$ cat src/rtl/cpu_pkg.sv
// Shared definitions for the 8-bit pipeline: datapath widths and opcode encoding.
// Imported by decode, register file and execute stages.
package cpu_pkg;

  localparam int unsigned DATA_W    = 8;
  localparam int unsigned REG_IDX_W = 3;
  localparam int unsigned OPCODE_W  = 4;

  localparam logic [OPCODE_W-1:0] OP_NOP  = 4'd0;
  localparam logic [OPCODE_W-1:0] OP_ADD  = 4'd1;
  localparam logic [OPCODE_W-1:0] OP_SUB  = 4'd2;
  localparam logic [OPCODE_W-1:0] OP_AND  = 4'd3;
  localparam logic [OPCODE_W-1:0] OP_OR   = 4'd4;
  localparam logic [OPCODE_W-1:0] OP_XOR  = 4'd5;
  localparam logic [OPCODE_W-1:0] OP_SHL  = 4'd6;
  localparam logic [OPCODE_W-1:0] OP_SHR  = 4'd7;
  localparam logic [OPCODE_W-1:0] OP_ADDI = 4'd8;
  localparam logic [OPCODE_W-1:0] OP_LI   = 4'd9;
  localparam logic [OPCODE_W-1:0] OP_MUL  = 4'd10;

  // Opcodes 11-15 are reserved and behave as NOP.
  function automatic logic opWrites(logic [OPCODE_W-1:0] op);
    return (op >= OP_ADD) && (op <= OP_MUL);
  endfunction

endpackage

$ cat src/rtl/mul8_seq.sv
// Iterative shift-add multiplier: one multiplier bit per cycle, MUL_CYCLES cycles per product.
// product is the finished result only in the cycle where done is high.
module mul8_seq #(
  parameter int unsigned WIDTH      = 8,
  parameter int unsigned MUL_CYCLES = 8
) (
  input  logic               clk,
  input  logic               rst,
  input  logic               start,
  input  logic [WIDTH-1:0]   A,
  input  logic [WIDTH-1:0]   B,
  output logic               done,
  output logic [2*WIDTH-1:0] product,
  output logic               busy
);

  localparam int unsigned CntW = (MUL_CYCLES > 1) ? $clog2(MUL_CYCLES) : 1;

  logic [2*WIDTH-1:0] mcandQ;
  logic [2*WIDTH-1:0] accQ;
  logic [2*WIDTH-1:0] addend;
  logic [2*WIDTH-1:0] accNext;
  logic [WIDTH-1:0]   mplierQ;
  logic [CntW-1:0]    countQ;
  logic               busyQ;

  always_comb begin
    addend  = mplierQ[0] ? mcandQ : '0;
    accNext = accQ + addend;
    done    = busyQ && (countQ == CntW'(MUL_CYCLES - 1));
    product = accNext;
    busy    = busyQ;
  end

  always_ff @(posedge clk) begin
    if (rst) begin
      mcandQ  <= '0;
      accQ    <= '0;
      mplierQ <= '0;
      countQ  <= '0;
      busyQ   <= 1'b0;
    end else if (start) begin
      mcandQ  <= {{WIDTH{1'b0}}, A};
      accQ    <= '0;
      mplierQ <= B;
      countQ  <= '0;
      busyQ   <= 1'b1;
    end else if (busyQ) begin
      accQ    <= accNext;
      mcandQ  <= mcandQ << 1;
      mplierQ <= mplierQ >> 1;
      countQ  <= countQ + 1'b1;
      if (done) busyQ <= 1'b0;
    end
  end

endmodule

$ cat src/rtl/execute_stage.sv
// Execute/write-back stage: single-cycle ALU plus sequential MUL, driving the
// register-file write port one cycle after an instruction is accepted.
module execute_stage
  import cpu_pkg::*;
#(
  parameter int unsigned WIDTH      = 8,
  parameter int unsigned MUL_CYCLES = 8
) (
  input  logic                 clk,
  input  logic                 rst,
  input  logic                 valid_in,
  input  logic [OPCODE_W-1:0]  opcode,
  input  logic [REG_IDX_W-1:0] dst,
  input  logic [WIDTH-1:0]     dataA,
  input  logic [WIDTH-1:0]     dataB,
  input  logic [WIDTH-1:0]     imm,
  output logic                 stall,
  output logic                 readWrite,
  output logic [REG_IDX_W-1:0] target,
  output logic [WIDTH-1:0]     writeData,
  output logic                 zero,
  output logic                 carry
);

  typedef enum logic [0:0] {StIdle, StMul} execStateT;

  execStateT stateQ, stateD;

  logic                 readWriteQ, readWriteD;
  logic [REG_IDX_W-1:0] targetQ, targetD;
  logic [WIDTH-1:0]     writeDataQ, writeDataD;
  logic                 zeroQ, zeroD;
  logic                 carryQ, carryD;
  logic [REG_IDX_W-1:0] mulDstQ;

  logic                 accept;
  logic                 mulStart;
  logic                 mulDone;
  logic                 mulBusy;
  logic [2*WIDTH-1:0]   mulProduct;
  logic [WIDTH:0]       aluRes;
  logic                 aluCarry;

  mul8_seq #(
    .WIDTH      (WIDTH),
    .MUL_CYCLES (MUL_CYCLES)
  ) uMul (
    .clk     (clk),
    .rst     (rst),
    .start   (mulStart),
    .A       (dataA),
    .B       (dataB),
    .done    (mulDone),
    .product (mulProduct),
    .busy    (mulBusy)
  );

  assign stall  = (stateQ == StMul);
  assign accept = valid_in && !stall;

  // 9-bit ALU; bit WIDTH carries out/borrow for the arithmetic ops.
  always_comb begin
    aluRes   = '0;
    aluCarry = 1'b0;
    case (opcode)
      OP_ADD: begin
        aluRes   = {1'b0, dataA} + {1'b0, dataB};
        aluCarry = aluRes[WIDTH];
      end
      OP_SUB: begin
        aluRes   = {1'b0, dataA} - {1'b0, dataB};
        aluCarry = aluRes[WIDTH];
      end
      OP_AND: aluRes = {1'b0, dataA & dataB};
      OP_OR:  aluRes = {1'b0, dataA | dataB};
      OP_XOR: aluRes = {1'b0, dataA ^ dataB};
      OP_SHL: begin
        aluRes   = {1'b0, dataA[WIDTH-2:0], 1'b0};
        aluCarry = dataA[WIDTH-1];
      end
      OP_SHR: begin
        aluRes   = {2'b00, dataA[WIDTH-1:1]};
        aluCarry = dataA[0];
      end
      OP_ADDI: begin
        aluRes   = {1'b0, dataA} + {1'b0, imm};
        aluCarry = aluRes[WIDTH];
      end
      OP_LI:   aluRes = {1'b0, imm};
      default: aluRes = '0;
    endcase
  end

  always_comb begin
    stateD     = stateQ;
    readWriteD = 1'b0;
    targetD    = targetQ;
    writeDataD = writeDataQ;
    zeroD      = zeroQ;
    carryD     = carryQ;
    mulStart   = 1'b0;
    unique case (stateQ)
      StIdle: begin
        if (accept) begin
          if (opcode == OP_MUL) begin
            mulStart = 1'b1;
            stateD   = StMul;
          end else if (opWrites(opcode) && (dst != '0)) begin
            readWriteD = 1'b1;
            targetD    = dst;
            writeDataD = aluRes[WIDTH-1:0];
            zeroD      = (aluRes[WIDTH-1:0] == '0);
            carryD     = aluCarry;
          end
        end
      end
      StMul: begin
        if (mulDone) begin
          stateD = StIdle;
          if (mulDstQ != '0) begin
            readWriteD = 1'b1;
            targetD    = mulDstQ;
            writeDataD = mulProduct[WIDTH-1:0];
            zeroD      = (mulProduct[WIDTH-1:0] == '0);
            carryD     = |mulProduct[2*WIDTH-1:WIDTH];
          end
        end
      end
      default: stateD = StIdle;
    endcase
  end

  always_ff @(posedge clk) begin
    if (rst) begin
      stateQ     <= StIdle;
      readWriteQ <= 1'b0;
      targetQ    <= '0;
      writeDataQ <= '0;
      zeroQ      <= 1'b0;
      carryQ     <= 1'b0;
      mulDstQ    <= '0;
    end else begin
      stateQ     <= stateD;
      readWriteQ <= readWriteD;
      targetQ    <= targetD;
      writeDataQ <= writeDataD;
      zeroQ      <= zeroD;
      carryQ     <= carryD;
      if (mulStart) mulDstQ <= dst;
    end
  end

  assign readWrite = readWriteQ;
  assign target    = targetQ;
  assign writeData = writeDataQ;
  assign zero      = zeroQ;
  assign carry     = carryQ;

  // The FSM and the multiplier core must agree on when a product is in flight.
  assert property (@(posedge clk) disable iff (rst) (stateQ == StMul) == mulBusy);

endmodule

$ cat config.mk
export PLATFORM = sky130hd
export DESIGN_NAME = execute_stage
export DESIGN_NICKNAME = d
export VERILOG_FILES = /design/src/rtl/cpu_pkg.sv /design/src/rtl/mul8_seq.sv /design/src/rtl/execute_stage.sv
export SDC_FILE = /design/constraint.sdc
export NUM_CORES = 1
export LEC_CHECK = 0
export ABC_AREA = 1
export CAP_MARGIN = 30
export CORE_UTILIZATION = 50
export DETAILED_ROUTE_END_ITERATION = 6
export MAX_ROUTING_LAYER = met4
export PLACE_DENSITY = 0.82
export SLEW_MARGIN = 20
export SYNTH_ARGS = -nofsm -noshare
export SYNTH_HDL_FRONTEND = slang
export SYNTH_HIERARCHICAL = 1
export SYNTH_SLANG_ARGS = --single-unit
$ cat constraint.sdc
create_clock -name clk -period 2.8 [get_ports clk]
set_input_delay 0.56 -clock clk [delete_from_list [all_inputs] [get_ports clk]]
set_output_delay 0.56 -clock clk [all_outputs]
set_load 0.02 [all_outputs]
== After elaboration in Yosys (flattened, before gate mapping) ==
Cells that the tools add are included.

* Register bits: 62
* Output and inout bits: 15

* $add $sub $neg: 5
* $lt $le $gt $ge: 2
* Equality and inequality tests: 16
* Multiplexer cells: 44
* Bitwise logic cells: 4
* Reduce and logical (&&, ||, !) cells: 13

{| class="wikitable"
|+ Operators with widths
! kind !! count
|-
| $mux W8 || 9
|-
| $pmux W8 S9 || 1
|-
| $mux W1 || 21
|-
| $add A8 B8 Y9 || 2
|-
| $add A16 B16 Y16 || 1
|-
| $eq A4 B3 Y1 const B || 4
|-
| $logic_not A8 Y1 || 2
|-
| $mux W16 || 1
|-
| $pmux W8 S2 || 1
|-
| $mux W3 || 5
|-
| $eq A4 B4 Y1 const B || 3
|-
| $sub A8 B8 Y9 || 1
|-
| $and A8 B8 Y8 || 1
|-
| $eq A4 B2 Y1 const B || 2
|-
| $or A8 B8 Y8 || 1
|-
| $pmux W1 S2 || 4
|-
| $reduce_or A8 Y1 || 1
|-
| $xor A8 B8 Y8 || 1
|-
| $ne A2 B2 Y1 const B || 3
|-
| $pmux W3 S2 || 1
|-
| $reduce_bool A3 Y1 || 2
|-
| $pmux W1 S5 || 1
|-
| $reduce_and A5 Y1 || 1
|-
| $eq A4 B1 Y1 const B || 1
|-
| other kinds (10) || 14
|}

== Longest topological paths before layout ==
Gate-level depths: netlist of run 1.

* Depth in word-level cells: 7
* Gate-level depth with buffers: 17
* Depth with buffers taken out: 16

== Hierarchy ==
Netlist of run 1, hierarchy kept.

{| class="wikitable"
|+ By module, submodules not included
! module !! instances !! cells each !! area an instance (um^2) !! sequential area each (um^2)
|-
| mul8_seq || 1 || 438 || 2798.9 || 880.8
|-
| execute_stage || 1 || 455 || 2635.0 || 360.3
|}

== Worst setup path before layout of run 1 ==
No wires, ideal clock.

* Path type: register to register
* Start: register uMul.mplierQ[0]
* End: register carryQ (netlist: carry)
* Data arrival time: 2.186 ns
* Path slack: 0.492 ns
* Cell stages (with the launch flop): 17
* Path buffers: 1
* Cell sequence: dfxtp_1 > buf_2 > nand2_1 > inv_1 > ha_1 > fa_1 > nand2_1 > nand2_1 > and2_4 > nand2_2 > nand2_2 > xnor2_2 > inv_1 > nor4_1 > a21oi_1 > nor2_1 > a21oi_1

* Word-level cells in the longest chain between the ends: 6

{| class="wikitable"
|+ RTL lines
! what !! line !! source
|-
| from (decl) || mul8_seq.sv:23 || <nowiki>logic [WIDTH-1:0] mplierQ;</nowiki>
|-
| from (signal assigned) || mul8_seq.sv:51 || <nowiki>mplierQ <= mplierQ >> 1;</nowiki>
|-
| $mux W16 || mul8_seq.sv:28 || <nowiki>addend = mplierQ[0] ? mcandQ : '0;</nowiki>
|-
| $add A16 B16 Y16 || mul8_seq.sv:29 || <nowiki>accNext = accQ + addend;</nowiki>
|-
| via mulProduct[8] || execute_stage.sv:40 || <nowiki>logic [2*WIDTH-1:0] mulProduct;</nowiki>
|-
| $reduce_or A8 Y1 || execute_stage.sv:125 || <nowiki>carryD = |mulProduct[2*WIDTH-1:WIDTH];</nowiki>
|-
| $mux W1 || execute_stage.sv:120 || <nowiki>if (mulDstQ != '0) begin</nowiki>
|-
| $mux W1 || execute_stage.sv:118 || <nowiki>if (mulDone) begin</nowiki>
|-
| $pmux W1 S2 || execute_stage.sv:102 || <nowiki>unique case (stateQ)</nowiki>
|-
| to (signal assigned) || execute_stage.sv:148 || <nowiki>carryQ <= carryD;</nowiki>
|-
| to (decl) || execute_stage.sv:33 || <nowiki>logic carryQ, carryD;</nowiki>
|}

The timed path passes the listed nets, and every way through them passes these cells. The select of a mux whose other input is x is not followed.
A chain may end at the register's enable or synchronous reset.

== Worst setup path in the final report of run 1 ==
Same ends and word-level chain as after synthesis.

==> results of run 1 <==
[sequential cells by signal, summed over array words and instances (netlist names), 3 cells and up]
register,count
uMul/accQ,16
writeData,8
uMul/countQ,3
uMul/mcandQ,16
mulDstQ,3
target,3
uMul/mplierQ,8
[layer usage]
metal | part of all wire | GRT usage
met1 | 0.45 | 0.3739
met2 | 0.46 | 0.5121
met3 | 0.063 | 0.05457
met4 | 0.026 | 0.1091
met5 | 0 | -
[power groups by stage]
stage                     clock (µW)  sequential [µW]  combinational, µW
final                            807              935                626
after global routing             858              938                692
after CTS                        824              934                619
after detailed placement           0              955                614
after global placement             0              955                613
after floorplan                    0              967                334
[worst max-delay path: cells and delay by family (launching register included)]
family | cells | cell delay [ns]
AO/OA/AOI/OAI | 2 | 0.13
XOR/XNOR | 1 | 0.15
AND/OR/NAND/NOR | 8 | 1.02
buffers and inverters | 3 | 0.29
adder cells (fa/ha/maj) | 2 | 0.67
flip-flops | 1 | 0.33
[metrics by stage]
step,std cells,setup TNS (ns)
finish,1118,0
global route,1118,0
global placement,1102,-0.2579
CTS,1118,0
floorplan,893,0
detailed placement,1102,-0.2885
[layout make-up]
cell class              instances  area [µm²]  area share
clock buffers                   9       123.9     0.01896
clock inverters                 7       73.82     0.01130
inverters                     141       529.3     0.08100
multi-input cells             664        3532      0.5406
flip-flops and latches         62        1241      0.1900
well taps                     136       170.2     0.02604
repair buffers                 99       863.3      0.1321
[worst min path at each step]
stage | to | slack, ns | cells after the start
after floorplan | uMul/mplierQ[2] | 0.44 | 2
after global placement | uMul/mcandQ[15] | 0.45 | 2
after detailed placement | uMul/mcandQ[15] | 0.46 | 2
after CTS | uMul/mcandQ[15] | 0.47 | 2
after global routing | uMul/countQ[1] | 0.49 | 2
final | uMul/mcandQ[15] | 0.47 | 2
[kinds of logic (layout without fill, tap and decap cells)]
family	Yosys count	count (layout)	synth area share
buf+inv	167	256	0.1216
flops	62	62	0.2284
simple gates	470	470	0.3709
fa+ha+maj	53	53	0.1276
compound gates	132	132	0.1356
xor+xnor	9	9	0.01589
[layout by cell type (no fill, tap or decap), types with 13 or more instances in the layout]
master,count
a21oi_1,56
buf_4,51
clkdlybuf4s50_1,48
dfxtp_1,62
ha_1,49
inv_1,127
inv_2,13
nand2_1,258
nand3_1,64
nor2_1,88
nor3_1,13
o21ai_0,34
==> flow_metrics.py, run 1 <==
metrics = {
    "synth": {
        "syn_nets": 980,
        "synth.most_common_cell": "nand2_1",
        "synth.top_cell.area_share": 0.2284,
        "synth_flop_cell": "dfxtp_1",
        "synth_enable_flop_cells": 0,
        "avgSynthCellArea_um2": 6.085,
        "synth_top_area_cell": "dfxtp_1",
        "synthesis.area_um2": 5434,
        "synth_cells": 893,
        "ys_ff_latch": 62,
        "synth_common_cells": "258 x nand2_1, 127 x inv_1, 88 x nor2_1, 64 x nand3_1, 62 x dfxtp_1",
        "yosysWarnings": 6,
        "ys_types": 42,
        "synth-async-reset-ratio": 0,
        "yosysSeqAreaShare": 0.2284,
        "synth_area_leaders": "dfxtp_1 23%, nand2_1 18%, ha_1 11%",
    },
    "cells_and_area": {
        "antenna_cells": 0,
        "design_area_um2": 6534,
        "area_delta_synth_final_pct": 20.24,
        "fill_cells": 981,
        "drive_above_1_share": 0.1039,
        "nets": 1064,
        "postLayoutCoreUtil": 0.6273,
    },
    "grt": {
        "grt_use_total": 0.3080,
        "antenna_found_initial": 0,
        "grt_pass1_vias": 5614,
        "grt_pass1_wl_um": 26680,
        "grt_max_degree": 36,
        "overflow": 0,
    },
    "floorplan": {
        "core_um2": 10420,
        "initial_core_util": 0.5217,
        "die_y_um": 106.3,
        "dieWidth_um": 106.3,
        "die-area_um2": 11290,
        "rows": 37,
        "io_pins": 49,
    },
    "placement": {
        "placed_area_um2": 6336,
        "dp_hpwl_um": 12760,
        "gp_congestion": 1.011,
        "port_buffers": 48,
        "post-place-ws_ns": -0.1915,
    },
    "sta": {
        "post-route-period-util": 0.9753,
        "timing.slew.headroom": 0.4367,
        "setup_violations": 0,
        "skew_ns": 0.005807,
        "finalHoldViolations": 0,
        "whs_ns": 0.4690,
        "setup_ws_ns": 0.06903,
        "max_freq_mhz": 366.2,
        "worstMarginPinSlew_ns": 0.8440,
        "fin_crit_ns": 2.731,
        "rsz0062_at_grt": "false",
        "slew_viol_final": 0,
    },
    "power": {
        "p_int_uw": 1592,
        "seqPwrFrac": 0.395,
        "netSwitchingPower_uw": 775.1,
        "power_frac_clock": 0.341,
        "ir_worst_vdd_mv": 0.2613,
        "power_frac_comb": 0.264,
        "power_density_nw_per_um2": 362.3,
        "finalPower_uw": 2367,
        "swShare": 0.3274,
        "p_leak_uw": 0.003463,
    },
    "outcome": {
        "outcome": "finished clean",
    },
    "worst_setup_path": {
        "crit_end": "carry",
        "reg2reg_setup_slack_ns": 0.07,
        "crit_type": "reg2reg",
        "cp_max_fo": 3,
        "r2r_end": "carry",
        "critPathLaunch": "uMul/mplierQ[0]",
        "cpMaxStageDelayCell": "fa_1",
        "cp-start-kind": "flop",
        "crit_arrival_ns": 2.95,
        "path_cells": "nand2_1 > inv_1 > ha_1 > fa_1 > nand2_1 > nand2_1 > and2_4 > nand2_2 > nand2_2 > xnor2_2 > inv_1 > nor4_1 > buf_4 > a21oi_1 > nor2_1 > a21oi_1",
        "cp_data_required_time_ns": 3.02,
        "cpMostUsedCell": "nand2_1",
        "critPathMaxStageDelay_ns": 0.43,
        "r2r_cells": 16,
        "r2r_start": "uMul/mplierQ[0]",
        "endpoint_kind": "flop",
    },
    "cts": {
        "clk_latency_ns": 0.34,
        "ctsHtreeMaxLevel": 3,
        "cts_tree": "done",
        "clk_pin_slew_worst_paths_ns": 0.08,
        "cts_resized": 0,
        "cts_hold_buf": 0,
        "cts_buffer_depth": 2,
        "cts_buffers": 9,
        "cts_root_buffer": "clkbuf_8",
        "numClockSinks": 62,
        "post-cts-setup-buffers": 0,
    },
    "routing": {
        "drt_drc_violations_left": 0,
        "dr.pass1.iters": 5,
        "drt-vias-per-instance": 5.260,
        "ant_nets": 0,
        "post_drt_wl_per_cell_um": 14.56,
        "vias": 5881,
        "first_iter_violations": 357,
        "wirelength_um": 16280,
    },
    "flow_run": {
        "cap_violations": 0,
    },
    "worst_hold_path": {
        "hp-class": "reg2reg",
        "min_from": "uMul/mcandQ[15]",
    },
}
Power figures use the tool's default switching activity.
==> run 2, diff against run 1 <==
Settings changed: SYNTH_HIERARCHICAL 1 to unset, TNS_END_PERCENT set to 10.
==> run 2 against run 1 <==
Sequential power decreased by 1%. Global-route usage shrank 1.1 points. Non-clock buffer count up 7. Critical path type is now in2reg. Largest cell class unchanged. Largest power group unchanged. Highest routed layer unchanged.
==> flow_metrics.py, run 2 <==
metrics = {
    "cts": {
        "ctsHtreeMaxLevel": 3,
        "cts_hold_buf": 0,
        "cts_tree": "done",
        "cts_buffers": 9,
        "cts_buffer_depth": 2,
        "numClockSinks": 62,
        "cts_root_buffer": "clkbuf_8",
        "clk_pin_slew_worst_paths_ns": 0.07,
        "clk_latency_ns": 0.35,
        "post-cts-setup-buffers": 0,
    },
    "routing": {
        "ant_nets": 0,
        "vias": 5905,
        "dr.pass1.iters": 5,
        "wirelength_um": 15470,
        "drt-vias-per-instance": 5.468,
        "first_iter_violations": 670,
        "post_drt_wl_per_cell_um": 14.33,
        "drt_drc_violations_left": 0,
    },
    "cells_and_area": {
        "area_delta_synth_final_pct": 22.72,
        "fill_cells": 924,
        "multi_input_area_um2": 3446,
        "fin_cells": 1080,
        "reg.largest.list": "uMul.accQ (16), uMul.mcandQ (16)",
        "seq_area_um2": 1242,
        "final_cell_mix": "244 x nand2_1, 108 x inv_1, 88 x nor2_1",
        "drive_above_1_share": 0.08553,
        "antenna_cells": 0,
        "nets": 1029,
        "layout_commonest_cell": "nand2_1",
    },
    "sta": {
        "slew_viol_final": 0,
        "setup_violations": 0,
        "worstMarginPinSlew_ns": 0.5987,
        "skew_ns": 0.01262,
        "rsz0062_at_grt": "false",
        "timing.slew.headroom": 0.6004,
        "whs_ns": 0.4633,
        "max_freq_mhz": 401.0,
        "finalHoldViolations": 0,
        "post-route-period-util": 0.8906,
        "fin_crit_ns": 2.494,
    },
    "synth": {
        "synth-async-reset-ratio": 0,
        "synth.top_cell.area_share": 0.2382,
        "synth_top_area_cell": "dfxtp_1",
        "synth_common_cells": "244 x nand2_1, 108 x inv_1, 88 x nor2_1, 84 x nand3_1",
        "synth_enable_flop_cells": 0,
        "ys_types": 28,
        "synth_cells": 852,
        "avgSynthCellArea_um2": 6.115,
        "synth_area_leaders": "dfxtp_1 24%, nand2_1 18%, ha_1 12%",
        "syn_nets": 939,
        "synth.most_common_cell": "nand2_1",
        "synth_flop_cell": "dfxtp_1",
        "synthesis.area_um2": 5210,
        "yosysWarnings": 0,
        "yosysSeqAreaShare": 0.2382,
        "ys_ff_latch": 62,
    },
    "worst_setup_path": {
        "crit_arrival_ns": 2.72,
        "critPathLaunch": "dataA[3]",
        "r2r_start": "uMul.mplierQ[0]",
        "cp_top_family": "simple AND/OR/NAND/NOR gates",
        "critPathMaxStageDelay_ns": 0.43,
        "endpoint_kind": "flop",
        "cp-start-kind": "primary input",
        "crit_type": "in2reg",
        "cp_max_fo": 6,
        "cp.buffers_inverters": 2,
        "cpMaxStageDelayCell": "clkdlybuf4s50_1",
        "cp_data_required_time_ns": 3.03,
        "path_cells": "clkdlybuf4s50_1 > buf_4 > ha_1 > a21oi_1 > or2_2 > nand3_1 > nand2_1 > nand3_1 > nand2_1 > nor2_1 > nand2_1 > nand3_1 > a21oi_1",
    },
    "placement": {
        "dp_hpwl_um": 12360,
        "port_buffers": 48,
        "gp_congestion": 1.013,
        "place_inst": 1064,
    },
    "power": {
        "power_density_nw_per_um2": 367.4,
        "p_leak_uw": 0.003200,
        "ir_worst_vdd_mv": 0.2083,
    },
    "flow_run": {
        "cap_violations": 0,
    },
    "floorplan": {
        "io_pins": 49,
        "rows": 36,
        "die-area_um2": 10830,
        "dieWidth_um": 104.1,
        "die_y_um": 104.1,
        "core_um2": 9955,
        "initial_core_util": 0.5234,
    },
    "grt": {
        "grt_use_total": 0.2974,
        "grt_max_degree": 35,
        "grt_pass1_vias": 5283,
        "overflow": 0,
        "antenna_found_initial": 0,
        "grt_pass1_wl_um": 25290,
    },
    "worst_hold_path": {
        "min_from": "uMul.mplierQ[7]",
        "hp-class": "reg2reg",
    },
    "outcome": {
        "outcome": "finished clean",
    },
}
-- run 2: cell types whose count changed in the layout (fill, tap and decap cells not counted), moves of 9 or more --
cell / before / now
o221ai_1: 9 / 0
inv_2: 13 / 0
o21ai_1: 12 / 0
nand2_1: 258 / 244
inv_1: 127 / 108
nand3_1: 64 / 84
-- run 2: final cells by class --
| class | count | share of cell area |
|---|---|---|
| clock inverters | 7 | 0.01233 |
| flip-flops and latches | 62 | 0.1943 |
| repair buffers | 106 | 0.1456 |
| inverters | 108 | 0.06341 |
| well taps | 133 | 0.02603 |
| multi-input cells | 655 | 0.5389 |
| clock buffers | 9 | 0.01937 |
-- run 2: routing by layer --
metal / vias up / part of all wire / GRT usage
met1: 2660 / 0.48 / 0.4121
met2: 257 / 0.42 / 0.4386
li1: 2963 / - / -
met4: 0 / 0.020 / 0.08980
met3: 25 / 0.083 / 0.05326
met5: - / 0 / -
-- run 2: what timing repair did --
item | 4_1_cts | 5_1_grt
setup endpoints to repair | 0 | 2
resized for setup | 0 | 2
endpoints found under the hold margin | 0 | 0
-- run 2: final timing paths --
check,slack [ns],cells past startpoint,to
max,0.31,13,writeData[6]
min,0.46,2,uMul.mplierQ[7]
max reg2reg,0.31,16,carry
min reg2reg,0.46,2,uMul.mplierQ[7]
-- run 2: worst reg2reg max path: stages (launching register included) --
cell	delay, ns
dfxtp_2	0.42
nand2_1	0.10
inv_1	0.04
ha_1	0.20
fa_1	0.41
nand3_1	0.10
nand2_1	0.14
nand2_1	0.10
nand2_1	0.11
nand3_1	0.12
nand2_1	0.06
nand2_1	0.06
nand2_1	0.07
nor2_1	0.14
nand3_1	0.11
nand2_1	0.11
a21oi_1	0.07
-- run 2: kinds of logic (layout without fill, tap and decap cells) --
logic type      Yosys count  in the layout  synth area share
flops                    62             62            0.2382
buf+inv                 135            230            0.1004
simple gates            456            456            0.3694
compound gates          136            136            0.1422
xor+xnor                 10             10           0.01681
fa+ha+maj                53             53            0.1330
-- run 2: power by group --
group	switching (µW)	total [µW]	internal [µW]	leakage [µW]
combinational	356	624	268	0.00259
sequential	15.5	922	907	0.000503
clock	382	803	421	0.000105
total	754	2350	1600	0.00320
-- run 2: through the flow --
step / worst slack (ns) / cell area [µm²] / TNS [ns] / util / power (µW)
after CTS: 0.2456 / 6390 / 0 / 0.6419 / 2353
after floorplan: 0.6441 / 5210 / 0 / - / 1275
after global placement: -0.05277 / 6187 / -0.08207 / 0.6215 / 1548
final: 0.3062 / 6394 / 0 / 0.6423 / 2349
after global routing: 0.1268 / 6394 / 0 / 0.6423 / 2469
after detailed placement: -0.09443 / 6187 / -0.2423 / 0.6215 / 1552
